--- config.mk ---
export PLATFORM = sky130hd
export DESIGN_NAME = awmc_actuator_drive_flat
export DESIGN_NICKNAME = d
export VERILOG_FILES = /design/src/rtl/awmc_actuator_drive_if.sv /design/src/rtl/awmc_actuator_drive.sv /design/src/flat_wrapper.sv
export SDC_FILE = /design/constraint.sdc
export NUM_CORES = 1
export LEC_CHECK = 0
export CORE_MARGIN = 2
export CORE_UTILIZATION = 30
export DETAILED_ROUTE_END_ITERATION = 16
export DONT_BUFFER_PORTS = 1
export HOLD_SLACK_MARGIN = 0.03
export PLACE_DENSITY = 0.42
export SYNTH_ARGS = -nofsm -noshare
export SYNTH_HDL_FRONTEND = slang
export SYNTH_SLANG_ARGS = --single-unit
--- constraint.sdc ---
create_clock -name clk -period 2.9 [get_ports clk]
set_clock_uncertainty 0.2 [all_clocks]
set_input_delay 0.29 -clock clk [delete_from_list [all_inputs] [get_ports clk]]
set_output_delay 0.29 -clock clk [all_outputs]
set_load 0.03 [all_outputs]
--- src/rtl/awmc_actuator_drive_if.sv ---
// Stage/done command inputs and actuator outputs of the washer drive block.
// The controller owns the master side; the drive block owns the slave side.
interface awmc_actuator_drive_if;
    logic [2:0] stage;
    logic       done;
    logic       fill_valve;
    logic       drain_valve;
    logic       motor_fwd;
    logic       motor_rev;
    logic [1:0] motor_speed;
    logic       buzzer;
    logic       fault;

    modport master (
        output stage, done,
        input  fill_valve, drain_valve, motor_fwd, motor_rev, motor_speed, buzzer, fault
    );

    modport slave (
        input  stage, done,
        output fill_valve, drain_valve, motor_fwd, motor_rev, motor_speed, buzzer, fault
    );
endinterface

--- src/rtl/awmc_actuator_drive.sv ---
// Washer actuator drive: valves, dead-banded agitate/spin motor sequencing and
// completion buzzer. Every output is a register loaded from the sampled stage/done.
module awmc_actuator_drive #(
    parameter int unsigned AGITATE_CYC = 8,
    parameter int unsigned DEAD_CYC    = 2,
    parameter int unsigned RAMP_CYC    = 4,
    parameter int unsigned BUZZ_CYC    = 6
) (
    input  logic                   clk,
    input  logic                   reset_n,
    awmc_actuator_drive_if.slave   bus
);

    localparam logic [7:0] AGITATE_LAST = 8'(AGITATE_CYC - 1);
    localparam logic [7:0] DEAD_LAST    = 8'(DEAD_CYC - 1);
    localparam logic [7:0] RAMP_LAST    = 8'(RAMP_CYC - 1);
    localparam logic [7:0] BUZZ_LOAD    = 8'(BUZZ_CYC);

    localparam logic [2:0] STAGE_FILL  = 3'b000;
    localparam logic [2:0] STAGE_WASH  = 3'b001;
    localparam logic [2:0] STAGE_DRAIN = 3'b010;
    localparam logic [2:0] STAGE_RINSE = 3'b011;
    localparam logic [2:0] STAGE_SPIN  = 3'b100;

    typedef enum logic [2:0] {
        ST_OFF, ST_FWD, ST_DEAD_F, ST_REV, ST_DEAD_R, ST_SPIN
    } motor_state_t;

    motor_state_t state, state_next;
    logic [7:0]   cnt, cnt_next;
    logic [7:0]   buzz_cnt, buzz_next;
    logic         done_q;
    logic         is_agitate, is_spin, is_illegal;
    logic         fwd_next, rev_next;
    logic [1:0]   speed_next, spin_speed;

    logic         fill_q, drain_q, fwd_q, rev_q, buzzer_q, fault_q;
    logic [1:0]   speed_q;

    assign is_agitate = (bus.stage == STAGE_WASH) || (bus.stage == STAGE_RINSE);
    assign is_spin    = (bus.stage == STAGE_SPIN);
    assign is_illegal = (bus.stage == 3'b101) || (bus.stage == 3'b110);

    // Motor sequencing; the registered speed doubles as the spin ramp step.
    always_comb begin
        state_next = state;
        cnt_next   = cnt;
        spin_speed = speed_q;
        fwd_next   = 1'b0;
        rev_next   = 1'b0;
        speed_next = 2'b00;
        unique case (state)
            ST_OFF: begin
                if (is_agitate) begin
                    state_next = ST_FWD;
                    cnt_next   = '0;
                end else if (is_spin) begin
                    state_next = ST_SPIN;
                    cnt_next   = '0;
                end
            end
            ST_FWD, ST_REV: begin
                if (!is_agitate || cnt == AGITATE_LAST) begin
                    state_next = (state == ST_FWD) ? ST_DEAD_F : ST_DEAD_R;
                    cnt_next   = '0;
                end else begin
                    cnt_next = cnt + 8'd1;
                end
            end
            ST_DEAD_F, ST_DEAD_R: begin
                if (cnt == DEAD_LAST) begin
                    cnt_next = '0;
                    if (is_agitate) begin
                        state_next = (state == ST_DEAD_F) ? ST_REV : ST_FWD;
                    end else if (is_spin) begin
                        state_next = ST_SPIN;
                    end else begin
                        state_next = ST_OFF;
                    end
                end else begin
                    cnt_next = cnt + 8'd1;
                end
            end
            ST_SPIN: begin
                if (!is_spin) begin
                    state_next = ST_DEAD_F;
                    cnt_next   = '0;
                end else if (speed_q != 2'b11) begin
                    if (cnt == RAMP_LAST) begin
                        spin_speed = speed_q + 2'd1;
                        cnt_next   = '0;
                    end else begin
                        cnt_next = cnt + 8'd1;
                    end
                end
            end
            default: begin
                state_next = ST_OFF;
                cnt_next   = '0;
            end
        endcase

        case (state_next)
            ST_FWD: begin
                fwd_next   = 1'b1;
                speed_next = 2'b01;
            end
            ST_REV: begin
                rev_next   = 1'b1;
                speed_next = 2'b01;
            end
            ST_SPIN: begin
                fwd_next   = 1'b1;
                speed_next = (state == ST_SPIN) ? spin_speed : 2'b01;
            end
            default: ;
        endcase
    end

    // Holding done high does not retrigger; only a fresh edge reloads the count.
    always_comb begin
        buzz_next = '0;
        if (bus.done && !done_q) begin
            buzz_next = BUZZ_LOAD;
        end else if (buzz_cnt != 8'd0) begin
            buzz_next = buzz_cnt - 8'd1;
        end
    end

    always_ff @(posedge clk or negedge reset_n) begin
        if (!reset_n) begin
            state    <= ST_OFF;
            cnt      <= '0;
            buzz_cnt <= '0;
            done_q   <= 1'b0;
            fill_q   <= 1'b0;
            drain_q  <= 1'b0;
            fwd_q    <= 1'b0;
            rev_q    <= 1'b0;
            speed_q  <= 2'b00;
            buzzer_q <= 1'b0;
            fault_q  <= 1'b0;
        end else begin
            state    <= state_next;
            cnt      <= cnt_next;
            buzz_cnt <= buzz_next;
            done_q   <= bus.done;
            fill_q   <= (bus.stage == STAGE_FILL);
            drain_q  <= (bus.stage == STAGE_DRAIN) || is_spin;
            fwd_q    <= fwd_next;
            rev_q    <= rev_next;
            speed_q  <= speed_next;
            buzzer_q <= (buzz_next != 8'd0);
            fault_q  <= is_illegal;
        end
    end

    assign bus.fill_valve  = fill_q;
    assign bus.drain_valve = drain_q;
    assign bus.motor_fwd   = fwd_q;
    assign bus.motor_rev   = rev_q;
    assign bus.motor_speed = speed_q;
    assign bus.buzzer      = buzzer_q;
    assign bus.fault       = fault_q;

endmodule

--- src/flat_wrapper.sv ---
// flat-port wrapper written by rule: the top's interface ports become plain ports
module awmc_actuator_drive_flat 
#(
    parameter int unsigned AGITATE_CYC = 8,
    parameter int unsigned DEAD_CYC    = 2,
    parameter int unsigned RAMP_CYC    = 4,
    parameter int unsigned BUZZ_CYC    = 6
)
  (clk, reset_n, bus_stage, bus_done, bus_fill_valve, bus_drain_valve, bus_motor_fwd, bus_motor_rev, bus_motor_speed, bus_buzzer, bus_fault);
  awmc_actuator_drive_if bus_i ();
  input  logic clk;
  input  logic reset_n;
  input wire logic [$bits(bus_i.stage)-1:0] bus_stage;
  input wire logic [$bits(bus_i.done)-1:0] bus_done;
  output wire logic [$bits(bus_i.fill_valve)-1:0] bus_fill_valve;
  output wire logic [$bits(bus_i.drain_valve)-1:0] bus_drain_valve;
  output wire logic [$bits(bus_i.motor_fwd)-1:0] bus_motor_fwd;
  output wire logic [$bits(bus_i.motor_rev)-1:0] bus_motor_rev;
  output wire logic [$bits(bus_i.motor_speed)-1:0] bus_motor_speed;
  output wire logic [$bits(bus_i.buzzer)-1:0] bus_buzzer;
  output wire logic [$bits(bus_i.fault)-1:0] bus_fault;
  assign bus_i.stage = bus_stage;
  assign bus_i.done = bus_done;
  assign bus_fill_valve = bus_i.fill_valve;
  assign bus_drain_valve = bus_i.drain_valve;
  assign bus_motor_fwd = bus_i.motor_fwd;
  assign bus_motor_rev = bus_i.motor_rev;
  assign bus_motor_speed = bus_i.motor_speed;
  assign bus_buzzer = bus_i.buzzer;
  assign bus_fault = bus_i.fault;
  awmc_actuator_drive #(.AGITATE_CYC(AGITATE_CYC), .DEAD_CYC(DEAD_CYC), .RAMP_CYC(RAMP_CYC), .BUZZ_CYC(BUZZ_CYC)) u_core (.clk(clk), .reset_n(reset_n), .bus(bus_i));
endmodule
# ---- After elaboration in Yosys (flattened, before gate mapping)
# Cells that the tools add are included.
dict set report word_totals {
  register_bits 28
  inputBits 6
  elab_cells 81
}
dict set report classes {
  n_addsub 3
  n_eq_ne 23
  mux 27
  n_reduce_logical 17
}
# cell n
set op_table {}
lappend op_table {{$mux W8} 9}
lappend op_table {{$pmux W8 S4} 1}
lappend op_table {{$mux W3} 8}
lappend op_table {{$eq A3 B3 Y1 const B} 6}
lappend op_table {{$reduce_bool A8 Y1} 2}
lappend op_table {{$eq A3 B2 Y1 const B} 5}
lappend op_table {{$pmux W3 S4} 1}
lappend op_table {{$mux W2} 5}
lappend op_table {{$eq A3 B1 Y1 const B} 3}
lappend op_table {{$ne A3 B2 Y1 const B} 3}
lappend op_table {{$add A8 B1 Y8 const B} 1}
lappend op_table {{$eq A8 B1 Y1 const B} 1}
lappend op_table {{$eq A8 B2 Y1 const B} 1}
lappend op_table {{$eq A8 B3 Y1 const B} 1}
lappend op_table {{$reduce_or A2 Y1} 4}
lappend op_table {{$sub A8 B1 Y8 const B} 1}
lappend op_table {{$logic_not A3 Y1} 2}
lappend op_table {{$logic_or A1 B1 Y1} 4}
lappend op_table {{$pmux W2 S2} 1}
lappend op_table {{$ne A3 B1 Y1 const B} 1}
lappend op_table {{$ne A3 B3 Y1 const B} 1}
lappend op_table {{$reduce_and A3 Y1} 1}
lappend op_table {{$add A2 B1 Y2 const B} 1}
lappend op_table {{$logic_not A1 Y1} 2}
lappend op_table {{4 further kinds} 5}

# ---- Longest topological paths before layout
# Gate-level depths: netlist (run 1).
dict set report depth {
  word_depth 9
  depth_mapped 8
  mapped_depth_nobuf 8
}

# ---- Least setup slack after synthesis (run 1)
# OpenSTA, ideal clock, no wires.
dict set report synth_timing {
  path_type {register to register}
  from {register u_core.cnt[0]}
  to {register u_core.cnt[7]}
  setup_ns 0.126
  arrival_ns 1.883
  path_slack_ns 0.691
  stages_incl_launch_ff 8
  path_buffers 1
  synth_period_minus_slack_ns 2.209
  path_cell_list {dfrtp_1 ha_1 or4b_4 o211ai_2 o311a_1 buf_6 and3b_1 a221o_1}
}
dict set report synth_via {
  elab_chain_len 5
  elab_cells_between_ends 11
  classes_between {add/sub: 1; eq/ne: 3; mux: 6; reduce/logical: 1}
}
# element line_no
set synth_lines {}
lappend synth_lines {{start: declaration} awmc_actuator_drive.sv:30} ;# logic [7:0] cnt, cnt_next;
lappend synth_lines {{start signal: assignment} awmc_actuator_drive.sv:145} ;# cnt <= cnt_next;
lappend synth_lines {{$add A8 B1 Y8 or $eq A8 B2 Y1 (tied branches)} -}
lappend synth_lines {{$mux W8} awmc_actuator_drive.sv:89} ;# if (cnt == RAMP_LAST) begin
lappend synth_lines {{$mux W8} awmc_actuator_drive.sv:88} ;# end else if (speed_q != 2'b11) begin
lappend synth_lines {{$mux W8} awmc_actuator_drive.sv:85} ;# if (!is_spin) begin
lappend synth_lines {{$pmux W8 S4 *} awmc_actuator_drive.sv:52} ;# unique case (state)
# Mark *: on every way between the ends. The rest lies on a longest branch, timed or not. The select of a mux whose other input is x is not followed.
# A chain may end at the register's enable or synchronous reset.

# ---- Worst setup path after layout (run 1)
dict set report layout_timing {
  from {input bus_stage[1]}
  to {register u_core.cnt[7]}
}
dict set report layout_via {
  elab_chain_len 6
  elab_cells_between_ends 13
  classes_between {eq/ne: 5; mux: 4; reduce/logical: 4}
}
# element line_no
set layout_lines {}
lappend layout_lines {{start: declaration} flat_wrapper.sv:13} ;# input wire logic [$bits(bus_i.stage)-1:0] bus_stage;
lappend layout_lines {{$eq A3 B1 Y1 or $eq A3 B2 Y1 (tied branches)} awmc_actuator_drive.sv:40} ;# assign is_agitate = (bus.stage == STAGE_WASH) || (bus.stage == STAGE_RINSE);
lappend layout_lines {{$logic_or A1 B1 Y1} awmc_actuator_drive.sv:40}
lappend layout_lines {{$logic_not A1 Y1} awmc_actuator_drive.sv:63} ;# if (!is_agitate || cnt == AGITATE_LAST) begin
lappend layout_lines {{$logic_or A1 B1 Y1} awmc_actuator_drive.sv:63}
lappend layout_lines {{$mux W8} awmc_actuator_drive.sv:63}
lappend layout_lines {{$pmux W8 S4} awmc_actuator_drive.sv:52}
# Parallel ways exist; a longest one is shown, timed or not.

==> results.cfg, run 1 <==
[power_and_ir_drop]
p_sw_uw = 604.9
p_int_uw = 903.0
power_density_nw_per_um2 = 811.0
switching_share_pct = 40.12
clkPwrFrac_pct = 20.8
vdd_drop_max_mv = 0.2235
p_leak_uw = 0.0007927
power.share.combinational_pct = 34.9
seq_power_share_pct = 44.3

[floorplan]
start_util_pct = 30.55
die_y_microns = 78.42
fp.coreArea_sq_um = 5439
pin_count = 14
dieArea_sq_um = 6150
rows = 27
die_x_microns = 78.42

[timing]
fin_crit_sh_pct = 86.58
timing.fmax_ghz = 0.3983
drv_slew = 0
fin_tns_setup_ns = 0
maxSlewHeadroom_pct = 60.70
fin_crit_ns = 2.511
worstMarginPinSlew_ns = 0.5851
setup_viol = 0
finalHoldViolations = 0
rsz0062_at_grt = no

[clocking]
cts_made_buffers = 3
cts_tree = yes
clock_sinks = 28
clk_pin_slew_ns = 0.10
htree_levels = 1
cts_buffer_depth = 2
post_cts_resized = 0
clockRootBuffer = clkbuf_8
clk_latency_ns = 0.28

[critical_path]
crit_type = in -> reg
cp_max_fo = 7
endpoint = u_core.cnt[7]
required_ns = 2.87
ff2ff_path_depth = 6
r2r_slack_ns = 0.42
critPathLaunchType = primary input
setup.worst_path.start = bus_stage[1]
r2r_start = u_core.cnt[0]
arrival_ns = 2.49
cp-end-kind = flop
r2r-end = u_core.cnt[7]

[yosys]
synth_seq_area_share_pct = 42.17
syn-mean-instance-area_sq_um = 9.660
synth_edf_count = 0
ys_ff_latch = 28
syn-cell-area_sq_um = 1662
synth_cell_type_count = 54
ys_async_sr_fraction_pct = 100.0
syn_inst = 172
synth_nets = 183
yosysWarnings = 0
synthFlopType = dfrtp_1

[detailed_routing]
vias = 1268
final_antenna_net_count = 0
drt_iter0_markers = 37
wirelength_microns = 3552
wl_per_cell_microns = 14.32
drc = 0
firstDrtPassIters = 4
vias_per_cell = 5.113

[placed_design]
hpwl_microns = 2567
numPortBuffers = 0
place.gp.congestion = 0.7603

[worst_hold_path]
hold_path_class = in -> reg
whs_path_depth = 3

[finish]
nFillCells = 580
n_antenna_cell = 0
final_core_util_pct = 34.18
drive_gt1_share_pct = 8.523
syn2layout_area_growth_pct = 11.90
multi_input_area_sq_um = 877.1
layout.nets = 188
seq_area_sq_um = 700.7

[run]
drv_cap = 0

[global_route]
grt_first_pass_wirelength_microns = 6327
grt_pass1_vias = 1318
grt_max_degree = 29
antenna_found_initial = 0
gr-total-overflow = 0
grt_usage_pct = 12.84

[status]
run_status = finished, final reports clean
-- power groups by stage --
stage	logic [uW]	clock network (uW)	registers, uW
after floorplan	483	0	613
after global placement	506	0	676
after detailed placement	509	0	676
after CTS	531	327	669
after global routing	596	341	686
final	527	313	668
-- worst min path at each step --
stage	from	slack, ns	endpoint
2_1_floorplan	reset_n	-0.21	u_core.bus.buzzer
6_report	bus_stage[2]	0.09	u_core.bus.motor_speed[1]
5_1_grt	bus_stage[2]	0.08	u_core.bus.motor_speed[1]
3_3_place_gp	reset_n	-0.20	u_core.bus.buzzer
4_1_cts	bus_stage[2]	0.07	u_core.bus.motor_speed[1]
3_5_place_dp	reset_n	-0.20	u_core.bus.buzzer
-- worst max-delay path, cell delays in order --
cell	delay [ns]
dlygate4sd3_1	0.63
nor3b_4	0.32
nand4_1	0.16
a21oi_1	0.53
nor2_1	0.23
a221o_1	0.33
-- cell families (layout without fill, tap and decap cells) --
group	Yosys count	count (layout)	share of synthesized area [%]
compound gates	36	36	15.74
buf+inv	15	19	5.045
fa+ha+maj	5	5	3.765
simple gates	77	77	27.18
flops	28	28	42.17
mux	3	3	1.883
xor+xnor	8	8	4.217
-- state kept, by name, indices dropped and copies added, names as in the netlist --
signal                  count
u_core.bus.motor_fwd        1
u_core.bus.motor_speed      2
u_core.buzz_cnt             8
u_core.bus.buzzer           1
u_core.state                3
u_core.bus.fill_valve       1
u_core.cnt                  8
u_core.bus.drain_valve      1
u_core.bus.fault            1
u_core.done_q               1
u_core.bus.motor_rev        1
-- routing by layer --
layer | part of all wire, % | vias to the layer above | global-route usage (%)
met5 | 0 | - | 0
met4 | 1.2 | 0 | 3.684
met1 | 48 | 618 | 17.03
met2 | 48 | 14 | 20.78
met3 | 2.6 | 5 | 3.218
li1 | - | 631 | -
-- cells in the final DEF (no fill, tap or decap), types with 3 or more instances in the layout --
cell type,netlist,layout
nor2_1,18,18
nor4_1,4,4
a21oi_1,7,7
ha_1,5,5
inv_1,5,5
nand2b_1,4,4
nor2b_1,6,6
a22o_1,3,3
nand3_1,9,9
nor3_1,5,5
nand2_1,9,9
o21ai_0,7,7
clkbuf_8,0,3
dfrtp_1,28,28
xnor2_1,6,6
dlygate4sd3_1,0,7
-- through the flow --
stage | cell area (sq um) | power (uW) | hold WS [ns] | setup slack (ns) | instances
2_1_floorplan | 1662 | 1096 | -0.2056 | 0.6908 | 172
3_3_place_gp | 1698 | 1182 | -0.2048 | 0.4948 | 236
3_5_place_dp | 1698 | 1185 | -0.2046 | 0.4512 | 236
4_1_cts | 1859 | 1527 | 0.07380 | 0.4133 | 248
5_1_grt | 1859 | 1624 | 0.08360 | 0.2612 | 248
6_report | 1859 | 1508 | 0.08527 | 0.3890 | 248
-- synth_stat cells (all sizes together), types with 3 or more instances --
library cell | count | area share, %
a21oi | 7 | 2.1
a22o | 3 | 1.6
buf | 5 | 2.6
clkbuf | 4 | 1.1
dfrtp | 28 | 42
ha | 5 | 3.8
inv | 6 | 1.4
nand2 | 9 | 2.0
nand2b | 4 | 1.5
nand3 | 9 | 2.7
nor2 | 18 | 4.1
nor2b | 6 | 2.3
nor3 | 5 | 1.5
nor4 | 4 | 1.5
nor4b | 3 | 2.0
o21ai | 8 | 2.4
xnor2 | 6 | 3.2
-- final cells by class --
class / instances / area share (%)
Sequential cell: 28 / 37.69
Tap cell: 72 / 4.845
Multi-Input combinational cell: 129 / 47.17
Clock inverter: 1 / 1.615
Clock buffer: 3 / 2.221
Inverter: 6 / 1.211
Timing Repair Buffer: 9 / 5.249
-- repair_timing --
item | in CTS | in global routing
hold buffers | 8 | 0
hold endpoints to repair | 35 | 0
setup buffers | 0 | 0
setup endpoints to repair | 0 | 0
(Power assumes the default switching activity.)
==> inputs of run 2 (changes only) <==
==> constraint.sdc (replaced) <==
create_clock -name clk -period 2.3 [get_ports clk]
set_clock_uncertainty 0.2 [all_clocks]
set_input_delay 0.23 -clock clk [delete_from_list [all_inputs] [get_ports clk]]
set_output_delay 0.23 -clock clk [all_outputs]
set_load 0.03 [all_outputs]
==> run 2 against run 1 <==
Against the previous run: total power rose by 38%; worst setup slack got worse by 0.28 ns; via count rose by 7.9%; global-route usage rose by 1.1 points; sequential share of layout area fell by 2.7 points; clock power rose by 26%; hold slack got worse by 0.043 ns; routed wire length rose by 7.7%; first-iteration DRC count rose by 30%; register-to-register slack got worse by 0.31 ns; sequential cell count did not move; utilization rose by 2.6 points; critical path type is now reg -> reg; largest cell class unchanged; highest routed layer unchanged.
==> results.cfg, run 2 (synthesized netlist as in run 1, its figures left out) <==
[global_route]
busiest_layer = met2
antenna_found_initial = 0
grt_first_pass_wirelength_microns = 6900
met1_usage_pct = 16.88
gr-total-overflow = 0
grt_pass1_vias = 1479
grt_max_degree = 29
grt_util_met3_pct = 3.103
grt_usage_pct = 13.91
grtUsageMet2_pct = 24.74

[finish]
reg.largest.list = u_core.buzz_cnt: 8 flops, u_core.cnt: 8 flops, u_core.state: 3 flops
drive_gt1_share_pct = 17.71
layout.nets = 204
layout_common_cells = dfrtp_1, nor2_1, buf_4, nand2_1, nand3_1
syn2layout_area_growth_pct = 20.56
n_antenna_cell = 0
final_common_cell = dfrtp_1
final_core_util_pct = 36.83

[timing]
timing.fmax_ghz = 0.4559
maxSlewHeadroom_pct = 71.21
finalHoldViolations = 0
fin_crit_ns = 2.193
fin_tns_setup_ns = 0
worstMarginPinSlew_ns = 0.4293
fin_crit_sh_pct = 95.36
setup_viol = 0
drv_slew = 0

[power_and_ir_drop]
seq_power_share_pct = 37.4
vdd_drop_max_mv = 0.3830
p_int_uw = 1270
p_sw_uw = 810.5
power.share.combinational_pct = 43.8
clkPwrFrac_pct = 18.9
p_leak_uw = 0.0008849
switching_share_pct = 38.96
total_power_uw = 2080
power_density_nw_per_um2 = 1038

[detailed_routing]
vias = 1368
final_antenna_net_count = 0
vias_per_cell = 5.182
drt_iter0_markers = 48
drc = 0
wirelength_microns = 3824
wl_per_cell_microns = 14.48
firstDrtPassIters = 4

[critical_path]
required_ns = 2.27
cp_max_fo = 8
critPathLaunchType = flop
crit_type = reg -> reg
cp-end-kind = flop
arrival_ns = 2.17

[floorplan]
rows = 27
start_util_pct = 30.55
pin_count = 14
dieArea_sq_um = 6150
fp.coreArea_sq_um = 5439
die_x_microns = 78.42
die_y_microns = 78.42

[status]
run_status = finished, final reports clean

[clocking]
clock_sinks = 28
clk_latency_ns = 0.28
htree_levels = 1
cts_tree = yes
cts_buffer_depth = 2
cts_made_buffers = 3
clk_pin_slew_ns = 0.10
clockRootBuffer = clkbuf_8

[run]
drv_cap = 0

[placed_design]
place.gp.congestion = 0.8102
hpwl_microns = 2756
numPortBuffers = 0

[worst_hold_path]
hold_path_class = in -> reg
-- run 2: cell count changes in the layout (fill, tap and decap cells not counted), sizes merged --
cell	before	now
buf	2	18
-- run 2: cell type report --
class,count,area (sq um)
fill,554,3436
multi-input combinational,129,900.9
sequential,28,700.7
timing repair buffer,25,217.7
tap,72,90.09
clock buffer,3,41.29
clock inverter,1,30.03
inverter,6,22.52
-- run 2: worst paths after layout --
kind                                          from              endpoint  slack [ns]  depth (start not counted)
min in group asynchronous                  reset_n     u_core.bus.buzzer        0.18                          2
worst min register to register  u_core.buzz_cnt[0]    u_core.buzz_cnt[0]        0.28                          1
worst max register to register       u_core.cnt[0]         u_core.cnt[7]        0.11                          6
max in group asynchronous                  reset_n  u_core.bus.motor_fwd        1.56                          2
worst min-delay path                      bus_done    u_core.buzz_cnt[7]        0.04                          2
worst max-delay path                 u_core.cnt[0]         u_core.cnt[7]        0.11                          6
-- run 2: critical path: stages, from the launching register on --
cell and delay [ns]:
dfrtp_1 0.41, ha_1 0.18, or4b_4 0.46, o211ai_2 0.16, o311a_4 0.26, and3b_1 0.18
a221o_1 0.25
-- run 2: per-layer routing --
layer	share of wire, %	wire length (microns)
met1	43	1655
met2	52	1973
met3	4.2	160
met4	0.89	34
met5	0	0
-- run 2: timing repair --
action,in CTS,in global routing
hold buffers,8,0
hold endpoints to repair,35,0
setup endpoints to repair,2,8
setup buffers,0,2
resized for setup,1,2
-- run 2: power by group through the flow --
| stage | combinational [uW] | clock (uW) | sequential, uW |
|---|---|---|---|
| after floorplan | 609 | 0 | 773 |
| after global routing | 1030 | 430 | 798 |
| final | 910 | 393 | 777 |
| after global placement | 811 | 0 | 786 |
| after CTS | 873 | 411 | 779 |
| after detailed placement | 822 | 0 | 787 |
-- run 2: through the flow --
stage / hold slack [ns] / instance area [sq um] / std cells / setup slack (ns)
2_1_floorplan: -0.2656 / 1662 / 172 / 0.09084
3_3_place_gp: -0.2646 / 1803 / 250 / -0.07458
3_5_place_dp: -0.2646 / 1803 / 250 / -0.0004403
4_1_cts: 0.03735 / 1976 / 262 / 0.06078
5_1_grt: 0.05661 / 2003 / 264 / -0.002493
6_report: 0.04202 / 2003 / 264 / 0.1066
==> inputs of run 3 (changes only) <==
--- a/config.mk
+++ b/config.mk
@@ -6,11 +6,11 @@
 export NUM_CORES = 1
 export LEC_CHECK = 0
 export CORE_MARGIN = 2
-export CORE_UTILIZATION = 30
+export CORE_UTILIZATION = 40
 export DETAILED_ROUTE_END_ITERATION = 16
 export DONT_BUFFER_PORTS = 1
 export HOLD_SLACK_MARGIN = 0.03
-export PLACE_DENSITY = 0.42
+export PLACE_DENSITY = 0.53
 export SYNTH_ARGS = -nofsm -noshare
 export SYNTH_HDL_FRONTEND = slang
 export SYNTH_SLANG_ARGS = --single-unit
==> run 3 against run 2 <==
Against the previous run: worst setup slack worse by 0.028 ns; hold slack better by 0.0029 ns; combinational power down 3.4%; first-iteration DRC count increased by 46%; utilization is 13 points higher; largest cell class unchanged; via count is 0.44% higher; clock-buffer cell count is the same; sequential cell count is the same; final cell count shrank 9.5%; largest power group unchanged.
==> results.cfg, run 3 (synthesized netlist as in run 1, its figures left out) <==
[status]
run_status = finished, final reports clean

[placed_design]
place.gp.congestion = 0.8357
hpwl_microns = 2595
dp.cells = 228
numPortBuffers = 0

[worst_hold_path]
hold_path_class = in -> reg
whs_path_depth = 2

[clocking]
clock_sinks = 28
cts_made_buffers = 3
cts_setup_buffers = 0
cts_buffer_depth = 2
htree_levels = 1
clk_latency_ns = 0.28
clockRootBuffer = clkbuf_8
clk_pin_slew_ns = 0.10
cts_tree = yes

[timing]
rsz0062_at_grt = no
finalHoldViolations = 0
maxSlewHeadroom_pct = 59.61
setup_viol = 0
worstMarginPinSlew_ns = 0.6058
drv_slew = 0
fin_hold_ws_ns = 0.04489
fin_crit_ns = 2.222
timing.fmax_ghz = 0.4501
fin_crit_sh_pct = 96.59

[detailed_routing]
vias = 1374
final_antenna_net_count = 0
drt_iter0_markers = 70
wirelength_microns = 3624
drc = 0
vias_per_cell = 5.749
firstDrtPassIters = 4
wl_per_cell_microns = 15.16

[critical_path]
cp-end-kind = flop
required_ns = 2.27
ff2ff_path_depth = 6
cp_max_fo = 7
arrival_ns = 2.19
crit_type = reg -> reg
critPathLaunchType = flop

[finish]
n_antenna_cell = 0
finalNonFillerCells = 239
multi_input_area_sq_um = 924.6
nFillCells = 351
drive_gt1_share_pct = 17.99
syn2layout_area_growth_pct = 18.83
layout.nets = 201
final_common_cell = dfrtp_1
seq_area_sq_um = 700.7
layout_common_cells = dfrtp_1, nor2_1, buf_4, nand2_1, nand3_1
reg.largest.list = u_core.buzz_cnt: 8 flops, u_core.cnt: 8 flops, u_core.state: 3 flops

[global_route]
grt_pass1_vias = 1374
grt_first_pass_wirelength_microns = 6044
grt_usage_pct = 16.93
grt_max_degree = 29
gr-total-overflow = 0
antenna_found_initial = 0

[floorplan]
dieArea_sq_um = 4685
fp.coreArea_sq_um = 4000
die_y_microns = 68.45
start_util_pct = 41.54
pin_count = 14
rows = 23
die_x_microns = 68.45

[run]
drv_cap = 0

[power_and_ir_drop]
vdd_drop_max_mv = 0.4680
p_leak_uw = 0.0008807
power_density_nw_per_um2 = 1047
-- run 3: layer usage --
layer,global-route usage (%),wire length (microns),vias to the layer above
met3,3.125,100,6
met2,28.61,1818,24
met1,21.56,1656,677
met5,0,0,-
li1,-,-,667
met4,5.750,48,0
-- run 3: final cells by class --
| cell class | instances | share of cell area [%] |
|---|---|---|
| clock buffer | 3 | 2.091 |
| clock inverter | 1 | 1.521 |
| inverter | 6 | 1.141 |
| multi-input combinational | 129 | 46.83 |
| sequential | 28 | 35.49 |
| tap | 50 | 3.169 |
| timing repair buffer | 22 | 9.759 |
-- run 3: power breakdown --
group | leakage, uW | internal [uW] | switching, uW | total [uW]
Clock | 0.0000357 | 233 | 158 | 391
Sequential | 0.000365 | 615 | 183 | 798
Combinational | 0.000480 | 408 | 471 | 879
Total | 0.000881 | 1260 | 811 | 2070
-- run 3: timing repair --
action / CTS / global route
setup endpoints to repair: 4 / 10
hold endpoints to repair: 35 / 0
gates resized for setup: 1 / 6
hold buffers: 7 / 0
-- run 3: final timing paths --
path | startpoint | to | slack (ns)
min in group asynchronous | reset_n | u_core.cnt[1] | 0.18
worst min register to register | u_core.buzz_cnt[0] | u_core.buzz_cnt[0] | 0.28
worst max-delay path | u_core.cnt[1] | u_core.cnt[7] | 0.08
worst min-delay path | bus_done | u_core.buzz_cnt[7] | 0.04
max in group asynchronous | reset_n | u_core.cnt[4] | 1.55
worst max register to register | u_core.cnt[1] | u_core.cnt[7] | 0.08
-- run 3: critical path, cell delays in order, from the launching register on --
cell      delay (ns)
dfrtp_1         0.42
ha_4            0.17
or4b_4          0.45
o211ai_2        0.17
o311a_4         0.26
and3b_1         0.19
a221o_1         0.26
-- run 3: metrics by stage --
stage	power, uW	TNS [ns]	worst slack, ns	cell area, sq um	utilization, %
finish	2067	0	0.07836	1974	49.36
global route	2202	0	0.006528	1974	49.36
CTS	2052	0	0.03235	1938	48.45
detailed placement	1607	-0.03334	-0.02343	1775	44.39
global placement	1591	0	0.04042	1775	44.39
floorplan	1382	0	0.09084	1662	-
